### config.mk
export PLATFORM = sky130hd
export DESIGN_NAME = call_ret_seq
export DESIGN_NICKNAME = d
export VERILOG_FILES = /design/src/rtl/call_ret_seq_pkg.sv /design/src/rtl/call_ret_seq_depth_cnt.sv /design/src/rtl/call_ret_seq.sv
export SDC_FILE = /design/constraint.sdc
export NUM_CORES = 1
export LEC_CHECK = 0
export ABC_AREA = 1
export CAP_MARGIN = 30
export CORE_MARGIN = 10
export CORE_UTILIZATION = 49
export CTS_CLUSTER_DIAMETER = 100
export CTS_CLUSTER_SIZE = 8
export DETAILED_ROUTE_END_ITERATION = 12
export PLACE_DENSITY = 0.84
export SLEW_MARGIN = 25
export SYNTH_ARGS = -nofsm -noshare
export SYNTH_HDL_FRONTEND = slang
export SYNTH_SLANG_ARGS = --single-unit
### constraint.sdc
create_clock -name clk -period 3.8 [get_ports clk]
set_clock_uncertainty 0.2 [all_clocks]
set_input_delay 0.57 -clock clk [delete_from_list [all_inputs] [get_ports clk]]
set_output_delay 0.57 -clock clk [all_outputs]
set_load 0.005 [all_outputs]
### src/rtl/call_ret_seq_pkg.sv
// ----------------------------------------------------------------------------
// call_ret_seq_pkg
// Shared definitions for the CALL/RET sequencer:
//   - AW_DEFAULT          : default address/data width
//   - STK_NOP..STK_PEEK   : 2-bit stack command opcodes driven on stk_rw
//   - state_e             : sequencer FSM state encoding
// ----------------------------------------------------------------------------
package call_ret_seq_pkg;

  localparam int AW_DEFAULT = 8;

  // Stack command opcodes
  localparam logic [1:0] STK_NOP  = 2'b00;
  localparam logic [1:0] STK_PUSH = 2'b01;
  localparam logic [1:0] STK_POP  = 2'b10;
  localparam logic [1:0] STK_PEEK = 2'b11;  // defined for the stack, never issued here

  typedef enum logic [2:0] {
    ST_IDLE = 3'd0,
    ST_PUSH = 3'd1,
    ST_POP  = 3'd2,
    ST_WAIT = 3'd3,
    ST_LOAD = 3'd4
  } state_e;

endpackage

### src/rtl/call_ret_seq_depth_cnt.sv
// ----------------------------------------------------------------------------
// stk_depth_cnt
// Tracks how many entries the external return stack currently holds,
// range 0..DEPTH.
//   clk      : clock
//   rst_n    : asynchronous active-low reset (depth -> 0)
//   inc_i    : one entry pushed this cycle
//   dec_i    : one entry popped this cycle
//   full_o   : depth == DEPTH
//   empty_o  : depth == 0
// ----------------------------------------------------------------------------
module stk_depth_cnt #(
  parameter int DEPTH = 16
) (
  input  logic clk,
  input  logic rst_n,
  input  logic inc_i,
  input  logic dec_i,
  output logic full_o,
  output logic empty_o
);

  localparam int CW = $clog2(DEPTH + 1);

  logic [CW-1:0] depth_q;
  logic [CW-1:0] depth_d;

  assign full_o  = (depth_q == CW'(DEPTH));
  assign empty_o = (depth_q == '0);

  // Saturate at both ends so a stray inc/dec can never wrap the count.
  always_comb begin
    depth_d = depth_q;
    if (inc_i && !dec_i && !full_o) begin
      depth_d = depth_q + CW'(1);
    end else if (dec_i && !inc_i && !empty_o) begin
      depth_d = depth_q - CW'(1);
    end
  end

  always_ff @(posedge clk or negedge rst_n) begin
    if (!rst_n) begin
      depth_q <= '0;
    end else begin
      depth_q <= depth_d;
    end
  end

endmodule

### src/rtl/call_ret_seq.sv
// ----------------------------------------------------------------------------
// call_ret_seq
// Sequences CALL and RET instructions against an external return-address
// stack. A CALL pushes pc_in+1 and loads target into the PC; a RET pops the
// stack, waits POP_LAT cycles for the read data and loads it into the PC.
// Stack overflow/underflow are reported on sticky flags instead of touching
// the stack or the PC.
//
// Ports
//   clk       in   clock
//   rst_n     in   asynchronous active-low reset
//   call_req  in   CALL request pulse (sampled only when idle)
//   ret_req   in   RET request pulse (sampled only when idle, CALL wins)
//   pc_in     in   current PC
//   target    in   CALL destination
//   stk_addr  in   stack read data (popped return address)
//   stk_rw    out  stack command (NOP/PUSH/POP)
//   stk_data  out  return address to push
//   pc_out    out  new PC value
//   pc_load   out  one-cycle PC load strobe
//   busy      out  sequencer not idle
//   done      out  one-cycle completion pulse (also for error completions)
//   ovf       out  sticky overflow flag
//   udf       out  sticky underflow flag
//   err_clr   in   synchronous clear of ovf/udf (a new error wins)
// ----------------------------------------------------------------------------
module call_ret_seq
  import call_ret_seq_pkg::*;
#(
  parameter int AW      = AW_DEFAULT,
  parameter int DEPTH   = 16,
  parameter int POP_LAT = 1
) (
  input  logic          clk,
  input  logic          rst_n,
  input  logic          call_req,
  input  logic          ret_req,
  input  logic [AW-1:0] pc_in,
  input  logic [AW-1:0] target,
  input  logic [AW-1:0] stk_addr,
  output logic [1:0]    stk_rw,
  output logic [AW-1:0] stk_data,
  output logic [AW-1:0] pc_out,
  output logic          pc_load,
  output logic          busy,
  output logic          done,
  output logic          ovf,
  output logic          udf,
  input  logic          err_clr
);

  // Wait counter only has to reach POP_LAT-1; keep it at least one bit wide.
  localparam int WCW        = (POP_LAT > 1) ? $clog2(POP_LAT) : 1;
  localparam int POP_LAT_M1 = (POP_LAT > 0) ? (POP_LAT - 1) : 0;

  state_e         state_q, state_d;
  logic [AW-1:0]  ret_addr_q, ret_addr_d;
  logic [AW-1:0]  pc_out_q, pc_out_d;
  logic [WCW-1:0] wait_cnt_q, wait_cnt_d;
  logic           err_done_q, err_done_d;
  logic           ovf_q, ovf_d;
  logic           udf_q, udf_d;

  logic           set_ovf;
  logic           set_udf;
  logic           push_inc;
  logic           pop_dec;
  logic           stk_full;
  logic           stk_empty;

  stk_depth_cnt #(
    .DEPTH (DEPTH)
  ) u_depth (
    .clk     (clk),
    .rst_n   (rst_n),
    .inc_i   (push_inc),
    .dec_i   (pop_dec),
    .full_o  (stk_full),
    .empty_o (stk_empty)
  );

  // --------------------------------------------------------------------------
  // Next-state logic
  // --------------------------------------------------------------------------
  always_comb begin
    state_d    = state_q;
    ret_addr_d = ret_addr_q;
    pc_out_d   = pc_out_q;
    wait_cnt_d = wait_cnt_q;
    err_done_d = 1'b0;
    set_ovf    = 1'b0;
    set_udf    = 1'b0;
    push_inc   = 1'b0;
    pop_dec    = 1'b0;

    case (state_q)
      ST_IDLE: begin
        // CALL has priority; a simultaneous RET is simply dropped.
        if (call_req) begin
          if (stk_full) begin
            set_ovf    = 1'b1;
            err_done_d = 1'b1;
          end else begin
            ret_addr_d = pc_in + AW'(1);  // wraps naturally at 2^AW
            pc_out_d   = target;          // latched now, strobed in LOAD
            state_d    = ST_PUSH;
          end
        end else if (ret_req) begin
          if (stk_empty) begin
            set_udf    = 1'b1;
            err_done_d = 1'b1;
          end else begin
            state_d = ST_POP;
          end
        end
      end

      ST_PUSH: begin
        push_inc = 1'b1;
        state_d  = ST_LOAD;
      end

      ST_POP: begin
        pop_dec    = 1'b1;
        wait_cnt_d = '0;
        if (POP_LAT == 0) begin
          // Zero-latency stack: read data is already valid alongside the pop.
          pc_out_d = stk_addr;
          state_d  = ST_LOAD;
        end else begin
          state_d = ST_WAIT;
        end
      end

      ST_WAIT: begin
        // Read data is valid in the last wait cycle; capture it on the way out.
        if (wait_cnt_q == WCW'(POP_LAT_M1)) begin
          pc_out_d = stk_addr;
          state_d  = ST_LOAD;
        end else begin
          wait_cnt_d = wait_cnt_q + WCW'(1);
        end
      end

      ST_LOAD: begin
        state_d = ST_IDLE;
      end

      default: begin
        state_d = ST_IDLE;
      end
    endcase
  end

  // A new error in the same cycle beats the clear.
  always_comb begin
    ovf_d = set_ovf | (ovf_q & ~err_clr);
    udf_d = set_udf | (udf_q & ~err_clr);
  end

  // --------------------------------------------------------------------------
  // State registers
  // --------------------------------------------------------------------------
  always_ff @(posedge clk or negedge rst_n) begin
    if (!rst_n) begin
      state_q    <= ST_IDLE;
      ret_addr_q <= '0;
      pc_out_q   <= '0;
      wait_cnt_q <= '0;
      err_done_q <= 1'b0;
      ovf_q      <= 1'b0;
      udf_q      <= 1'b0;
    end else begin
      state_q    <= state_d;
      ret_addr_q <= ret_addr_d;
      pc_out_q   <= pc_out_d;
      wait_cnt_q <= wait_cnt_d;
      err_done_q <= err_done_d;
      ovf_q      <= ovf_d;
      udf_q      <= udf_d;
    end
  end

  // --------------------------------------------------------------------------
  // Outputs (decoded from registered state, so reset clears them at once)
  // --------------------------------------------------------------------------
  always_comb begin
    stk_rw = STK_NOP;
    case (state_q)
      ST_PUSH: stk_rw = STK_PUSH;
      ST_POP:  stk_rw = STK_POP;
      default: stk_rw = STK_NOP;
    endcase
  end

  assign stk_data = ret_addr_q;
  assign pc_out   = pc_out_q;
  assign pc_load  = (state_q == ST_LOAD);
  assign busy     = (state_q != ST_IDLE);
  // Error completions stay in IDLE and pulse done from a dedicated register.
  assign done     = (state_q == ST_LOAD) | err_done_q;
  assign ovf      = ovf_q;
  assign udf      = udf_q;

endmodule

==> results of run 1 <==
[logic make-up after synthesis]
| logic type | synth area share, % |
|---|---|
| fa+ha+maj | 4.39 |
| buf+inv | 8.07 |
| xor+xnor | 2.74 |
| simple gates | 39.0 |
| flops | 42.3 |
| compound gates | 3.45 |
[through the flow]
step	setup WS, ns	hold WS (ns)	std cells	power (mW)
final	1.28	0.300	300	1.59
after CTS	1.25	0.305	300	1.61
after floorplan	1.80	0.0744	203	1.12
after global placement	1.69	0.267	296	1.45
after detailed placement	1.60	0.266	296	1.48
after global routing	1.14	0.321	300	1.75
[final timing paths]
path,startpoint,to,slack (ns),cells after the start
max in group asynchronous,rst_n,err_done_q,2.75,2
min in group asynchronous,rst_n,stk_data[3],0.40,2
hold / removal,stk_data[3],stk_data[3],0.30,2
setup / recovery,state_q[2],done,1.28,4
hold reg to reg,stk_data[3],stk_data[3],0.30,2
setup reg to reg,u_depth.depth_q[0],u_depth.depth_q[4],1.56,11
[area by class of cell]
type                       instances  area [um2]  area share, %
timing repair buffer              52         518           24.1
sequential                        27         676           31.4
inverter                          22        82.6           3.84
tap                               44        55.1           2.56
clock buffer                       4        26.3           1.22
multi-input combinational        151         792           36.8
[Yosys cell counts]
| cell | count | area share, % |
|---|---|---|
| nand2_1 | 83 | 20 |
| dfrtp_1 | 27 | 42 |
| nand3_1 | 21 | 6.6 |
| inv_1 | 17 | 4.0 |
| nor2_1 | 13 | 3.1 |
| inv_2 | 5 | 1.2 |
| ha_1 | 4 | 3.1 |
| o21ai_2 | 4 | 2.2 |
| nand2_2 | 3 | 1.2 |
| nand2_4 | 3 | 2.1 |
| xor2_1 | 3 | 1.6 |
| nand3_2 | 2 | 1.3 |
| nor2_4 | 2 | 1.4 |
| o21ai_0 | 2 | 0.63 |
| xnor2_1 | 2 | 1.1 |
| a21oi_1 | 1 | 0.31 |
| buf_12 | 1 | 1.3 |
| buf_6 | 1 | 0.71 |
| buf_8 | 1 | 0.94 |
| fa_1 | 1 | 1.3 |
| nand3_4 | 1 | 1.1 |
| nand3b_1 | 1 | 0.47 |
| nor3_1 | 1 | 0.31 |
| nor3_2 | 1 | 0.63 |
| nor3_4 | 1 | 1.0 |
| o21ai_1 | 1 | 0.31 |
| or2_2 | 1 | 0.39 |
[tightest hold or removal path, stage by stage, from the launching register on]
cell and delay (ns):
dfrtp_1 0.37, nand2_1 0.06, o21ai_2 0.05
[metal layers]
metal / wire length, um / global-route usage [%] / up-vias
met4: 59 / 4.56 / 0
met3: 209 / 3.50 / 6
met5: 0 / 0 / -
li1: - / - / 738
met2: 1990 / 23.8 / 37
met1: 1610 / 15.1 / 660
[flip-flops by register name (all words and copies together) (netlist names)]
| signal | flops |
|---|---|
| udf | 1 |
| stk_data | 8 |
| err_done_q | 1 |
| pc_out | 8 |
| u_depth.depth_q | 5 |
| ovf | 1 |
| state_q | 3 |
[power breakdown]
part / switching, mW / internal [mW]
sequential: 0.0974 / 0.416
combinational: 0.505 / 0.448
clock: 0.0811 / 0.0409
==> run_results.csv, run 1 <==
group,metric,value,unit
run_status,outcome,"finished clean",
floorplan,initial_utilization,51.9,%
clock_tree,hold_buffers,0,
placement,place_hpwl,3.16,mm
worst_setup_path,cpPeakStageDelay,0.52,ns
route,wl,3.87,mm
clock_tree,cts_buffers,3,
worst_setup_path,critPathMaxFanout,4,
synthesis,seq_area_frac_synth,42.3,%
synthesis,syn_nets,237,
synthesis,netlist_instances,203,
synthesis,syn_avg_cell_area,7.86,um2
floorplan,die_y,77.1,um
finish,design_area,2150,um2
worst_setup_path,crit_path_end_kind,"output port",
clock_tree,postCtsSetupRepairBufs,0,
synthesis,ys_ff_latch,27,
worst_setup_path,crit_arrival,1.75,ns
finish,area_growth,34.6,%
placement,placed_cell_area,2120,um2
sta,finalSetupTns,0,ns
clock_tree,clkSinkCount,27,
finish,drive_gt1_share,10.5,%
floorplan,num_io_pins,52,
clock_tree,clk_pin_slew,0.14,ns
sta,slew_headroom,77.9,%
route,ant_nets,0,
synthesis,syn-cell-area,1600,um2
floorplan,rows,20,
clock_tree,clock_path_buffers,2,
global_route,grt_max_degree,28,
synthesis,yosysWarnings,0,
finish,final_cell_mix,"nand2_1, clkdlybuf4s50_1, dfrtp_1, nand3_1, inv_1",
finish,layout.nets,291,
placement,numPortBuffers,51,
floorplan,core_area,3080,um2
worst_setup_path,cp_slowest_cell,"dfrtp_1",
power_and_ir_drop,peakVddDrop,0.383,mV
clock_tree,htreeDepth,1,
global_route,grt_usage,13.4,%
power_and_ir_drop,p_leak,1.09,nW
worst_setup_path,cp_cell_sequence,"inv_2 > nor3_1 > or2_2 > clkdlybuf4s50_1",
finish,antenna_cells,0,
floorplan,die_w,77.1,um
sta,fin_crit_sh,66.3,%
sta,worst_pin_slew,0.331,ns
sta,rsz0062_at_grt,"false",
sta,hold_violations,0,
global_route,globalRouteOverflowTotal,0,
power_and_ir_drop,p_per_area,739,nW/um2
hold_path,holdCritPathClass,"flop to flop",
clock_tree,clock_latency,0.31,ns
placement,gp_congestion,0.923,
sta,drv_slew,0,
worst_setup_path,path_class,"flop to output port",
clock_tree,ctsResizeCount,0,
worst_setup_path,setup.worst_path.start_class,"flop",
floorplan,die_area,5940,um2
synthesis,post_synth_num_cell_types,27,
route,wl_per_cell,12.9,um
route,drtPass1Iterations,4,
worst_setup_path,cp_num_buf_inv,2,
route,drc,0,
global_route,grt_pass1_wl,6.71,mm
clock_tree,cts_tree,"built",
global_route,antenna_found_initial,0,
flow_run,maxCapViolations,0,
sta,max_freq,0.397,GHz
global_route,first_global_vias,1468,
finish,mostFrequentLayoutCell,"nand2_1",
worst_setup_path,cp.required,3.03,ns
route,vias,1441,
clock_tree,clock-root-buffer,"clkbuf_4",
route,viasPerCell,4.80,
sta,finalSetupViolations,0,
finish,n_fill_cell,278,
worst_setup_path,crit_family,"buffers and inverters",
finish,final_core_util,69.8,%
sta,fin_crit,2.52,ns
route,drt_iter0_markers,78,
(Power assumes the default switching activity.)
==> inputs of run 2 (changes only) <==
CORE_UTILIZATION = 41   (was 49)
PLACE_DENSITY = 0.75   (was 0.84)
clock period = 2.2 ns   (was 3.8 ns; I/O delays follow)
==> run 2 against run 1 <==
- total power grew 78%
- count of clock-buffer cells in the layout down 1
- sequential power increased by 73%
- critical path type unchanged
==> run_results.csv, run 2 (same netlist as run 1, synthesis figures left out) <==
group,metric,value,unit
power_and_ir_drop,pwr-share-clk,9.8,%
finish,ff_latch_area,678,um2
route,vias,1390,
global_route,grt_usage,11.2,%
worst_setup_path,critPathMaxFanout,4,
global_route,grt_max_degree,28,
finish,multi_input_area,807,um2
sta,slew_headroom,78.0,%
floorplan,initial_utilization,43.0,%
worst_setup_path,cp.required,1.67,ns
clock_tree,clock_path_buffers,2,
placement,numPortBuffers,51,
floorplan,core_area,3720,um2
power_and_ir_drop,peakVddDrop,0.552,mV
worst_setup_path,cp_slowest_cell,"clkdlybuf4s50_1",
sta,worst_pin_slew,0.327,ns
flow_run,maxCapViolations,0,
clock_tree,clock-root-buffer,"clkbuf_8",
power_and_ir_drop,p_per_area,1280,nW/um2
route,viasPerCell,4.53,
global_route,antenna_found_initial,0,
power_and_ir_drop,p_leak,1.13,nW
floorplan,num_io_pins,52,
hold_path,holdCritPathClass,"primary input to async pin",
finish,drive_gt1_share,13.9,%
route,ant_nets,0,
finish,mostFrequentLayoutCell,"nand2_1",
power_and_ir_drop,internal_power,1.65,mW
finish,area_growth,38.9,%
worst_setup_path,crit_family,"buffers and inverters",
clock_tree,cts_buffers,3,
power_and_ir_drop,p_sw_share,41.7,%
power_and_ir_drop,seq_power_share,31.4,%
sta,rsz0062_at_grt,"true",
sta,max_freq,0.462,GHz
worst_setup_path,setup.worst_path.start_class,"flop",
finish,antenna_cells,0,
route,wl,3.83,mm
floorplan,die_w,82.4,um
route,drc,0,
sta,drv_slew,0,
floorplan,die_y,82.4,um
placement,place_hpwl,3.09,mm
sta,fin_crit_sh,98.4,%
worst_setup_path,crit_path_end_kind,"output port",
global_route,globalRouteOverflowTotal,0,
clock_tree,clkSinkCount,27,
worst_setup_path,cp_cell_sequence,"nor3_2 > clkdlybuf4s50_1",
route,drtPass1Iterations,7,
worst_setup_path,path_class,"flop to output port",
finish,final_core_util,59.7,%
route,drt_iter0_markers,67,
sta,finalSetupTns,0,ns
global_route,grt_pass1_wl,6.04,mm
run_status,outcome,"finished clean",
clock_tree,htreeDepth,1,
sta,finalSetupViolations,0,
worst_setup_path,cpPeakStageDelay,0.58,ns
finish,n_fill_cell,345,
clock_tree,hold_buffers,0,
power_and_ir_drop,combinationalPowerShare,58.8,%
global_route,first_global_vias,1290,
worst_setup_path,cp_num_buf_inv,1,
worst_setup_path,crit_arrival,1.63,ns
clock_tree,clock_latency,0.27,ns
floorplan,die_area,6790,um2
sta,fin_crit,2.16,ns
placement,gp_congestion,0.870,
finish,layout.nets,294,
clock_tree,cts_tree,"built",
route,wl_per_cell,12.5,um
clock_tree,clk_pin_slew,0.09,ns
sta,hold_violations,0,
power_and_ir_drop,p_sw,1.18,mW
floorplan,rows,22,
finish,final_cell_mix,"nand2_1, clkdlybuf4s50_1, dfrtp_1, nand3_1, inv_1",
==> run 2: changes by cell type in the layout (fill, tap and decap cells not counted), sizes merged <==
cell           change
clkinv             +1
dlymetal6s2s       +1
clkbuf             -1
buf                +3
clkdlybuf4s50      -1
==> run 2: path summary, 6_finish.rpt <==
path | startpoint | endpoint | slack [ns] | cells after the start
worst max-delay path | state_q[2] | stk_rw[0] | 0.04 | 2
worst min-delay path | rst_n | stk_data[0] | 0.22 | 2
worst max register to register | u_depth.depth_q[0] | u_depth.depth_q[4] | 0.14 | 11
worst min register to register | stk_data[7] | stk_data[7] | 0.29 | 2
max in group asynchronous | rst_n | state_q[2] | 1.31 | 2
min in group clk | stk_data[7] | stk_data[7] | 0.29 | 2
==> run 2: power by group through the flow <==
stage	Sequential [mW]	Combinational [mW]	Clock, mW
2_1_floorplan	0.888	1.04	0
3_3_place_gp	0.887	1.63	0
3_5_place_dp	0.890	1.66	0
4_1_cts	0.886	1.67	0.287
5_1_grt	0.923	1.89	0.308
6_report	0.890	1.67	0.277
==> run 2: cell type report <==
class	instances	area share (%)
inverter	22	3.72
clock inverter	1	0.226
multi-input combinational	151	36.4
clock buffer	3	1.86
tap	48	2.71
timing repair buffer	55	24.5
sequential	27	30.6
==> run 2: routing by layer <==
layer | wire (um) | GRT usage, % | vias up
li1 | - | - | 743
met1 | 1670 | 13.4 | 621
met2 | 1940 | 19.4 | 24
met3 | 182 | 2.70 | 2
met4 | 34 | 3.57 | 0
met5 | 0 | 0 | -
==> run 2: stage by stage <==
step,hold slack [ns],area (um2),power (mW),setup slack [ns],std cells
after floorplan,-0.166,1600,1.93,0.204,203
after CTS,0.228,2200,2.84,0.0179,306
after detailed placement,0.270,2140,2.55,0.0927,302
after global routing,0.247,2220,3.12,-0.0330,307
after global placement,0.265,2140,2.52,0.121,302
final,0.218,2220,2.83,0.0359,307
==> run 2: repair_timing <==
action                                 in CTS  in global routing
pin swaps                                   0                  1
gates resized for setup                     2                  5
setup endpoints to repair                   1                  3
endpoints found under the hold margin       0                  0
buffers inserted                            0                  1
==> run 2: worst register-to-register path, delay by kind of cell, from the launching register on <==
family	cells	cell delay (ns)
buffers and inverters	2	0.13
adder cells (fa/ha/maj)	1	0.42
flip-flops	1	0.44
AND/OR/NAND/NOR	8	0.77
==> inputs of run 3 (changes only) <==
SKIP_CTS_REPAIR_TIMING = 1   (was not set)
==> run 3 against run 2 <==
- sequential power hardly changed
- cell area is 0.39% higher
- routed wire length is 2.1% higher
- combinational power hardly changed
- clock power hardly changed
- critical path type unchanged
- global-route usage stayed put
==> run_results.csv, run 3 (same netlist as run 1, synthesis figures left out) <==
group,metric,value,unit
clock_tree,clk_pin_slew,0.09,ns
floorplan,die_area,6790,um2
placement,place_hpwl,3.09,mm
finish,design_area,2230,um2
worst_setup_path,r2r-start,"u_depth.depth_q[0]",
global_route,grt_pass1_wl,6.04,mm
finish,stdcell_count,307,
power_and_ir_drop,p_leak,1.15,nW
clock_tree,cts_tree,"built",
route,drc,0,
worst_setup_path,crit_path_end_kind,"output port",
sta,worst_pin_slew,0.337,ns
sta,finalSetupViolations,0,
clock_tree,clock-root-buffer,"clkbuf_8",
floorplan,num_io_pins,52,
hold_path,holdCritPathClass,"primary input to async pin",
route,ant_nets,0,
global_route,grt_usage,11.2,%
placement,numPortBuffers,51,
sta,rsz0062_at_grt,"true",
flow_run,maxCapViolations,0,
placement,gp_congestion,0.870,
worst_setup_path,path_class,"flop to output port",
clock_tree,clkSinkCount,27,
sta,hold_ws,0.218,ns
placement,placedCellCount,302,
global_route,globalRouteOverflowTotal,0,
sta,hold_violations,0,
power_and_ir_drop,p_per_area,1280,nW/um2
worst_setup_path,r2r_cells,11,
worst_setup_path,r2r_slack,0.12,ns
power_and_ir_drop,peakVddDrop,0.557,mV
clock_tree,clock_latency,0.27,ns
finish,layout.nets,294,
finish,drive_gt1_share,13.9,%
clock_tree,cts_buffers,3,
sta,max_freq,0.460,GHz
worst_setup_path,setup.worst_path.start_class,"flop",
finish,final_cell_mix,"nand2_1, clkdlybuf4s50_1, dfrtp_1, nand3_1, inv_1",
route,drtPass1Iterations,6,
finish,mostFrequentLayoutCell,"nand2_1",
sta,finalSetupTns,0,ns
route,viasPerCell,4.63,
placement,placed_cell_area,2140,um2
global_route,grt_max_degree,28,
worst_setup_path,cp.required,1.67,ns
route,wl,3.91,mm
floorplan,rows,22,
finish,antenna_cells,0,
floorplan,die_y,82.4,um
floorplan,initial_utilization,43.0,%
sta,fin_crit_sh,98.7,%
run_status,outcome,"finished clean",
finish,area_growth,39.4,%
route,wl_per_cell,12.7,um
global_route,first_global_vias,1293,
route,drt_iter0_markers,50,
worst_setup_path,timing.rr.end,"u_depth.depth_q[4]",
global_route,antenna_found_initial,0,
sta,drv_slew,0,
worst_setup_path,critPathMaxFanout,3,
floorplan,die_w,82.4,um
clock_tree,htreeDepth,1,
floorplan,core_area,3720,um2
sta,fin_crit,2.17,ns
sta,slew_headroom,77.6,%
clock_tree,clock_path_buffers,2,
worst_setup_path,crit_arrival,1.64,ns
route,vias,1420,
run 3: cell count changes in the layout (fill, tap and decap cells not counted), sizes merged:
cell | previous run | this run
clkdlybuf4s50 | 50 | 49
dlymetal6s2s | 1 | 2
run 3: worst max-delay path by stage:
| stage | startpoint | end | slack (ns) | cells after the start |
|---|---|---|---|---|
| CTS | state_q[2] | done | -0.01 | 4 |
| global route | state_q[0] | stk_rw[0] | -0.03 | 3 |
| detailed placement | u_depth.depth_q[0] | u_depth.depth_q[4] | 0.09 | 11 |
| floorplan | u_depth.depth_q[1] | u_depth.depth_q[4] | 0.20 | 11 |
| finish | state_q[0] | stk_rw[0] | 0.03 | 3 |
| global placement | u_depth.depth_q[0] | u_depth.depth_q[4] | 0.12 | 11 |
run 3: critical path, stage by stage, from the launching register on:
cell and delay [ns]:
dfrtp_2 0.44, inv_2 0.09, nor3_2 0.27, clkdlybuf4s50_1 0.58
run 3: power by group:
part / total [mW] / internal (mW) / switching, mW / leakage, nW
clock: 0.277 / 0.127 / 0.150 / 0.0255
combinational: 1.68 / 0.801 / 0.879 / 0.786
sequential: 0.893 / 0.724 / 0.169 / 0.338
total: 2.85 / 1.65 / 1.20 / 1.15
run 3: layout make-up:
class                   count  area [um2]
well taps                  48        60.1
clock inverters             1        5.00
inverters                  22        82.6
clock buffers               3        41.3
fillers                   345        1490
flip-flops and latches     27         678
repair buffers             55         546
multi-input cells         151         813
run 3: routing by layer:
layer	vias up	track usage, %	routed length, um
li1	742	-	-
met1	634	13.5	1670
met2	40	19.3	1990
met3	4	2.70	214
met4	0	3.57	38
met5	-	0	0
run 3: through the flow:
step	util, %	power [mW]	setup slack (ns)
floorplan	-	1.93	0.204
global placement	57.7	2.52	0.121
detailed placement	57.7	2.55	0.0927
CTS	58.9	2.84	-0.0139
global route	59.9	3.14	-0.0345
finish	59.9	2.85	0.0280
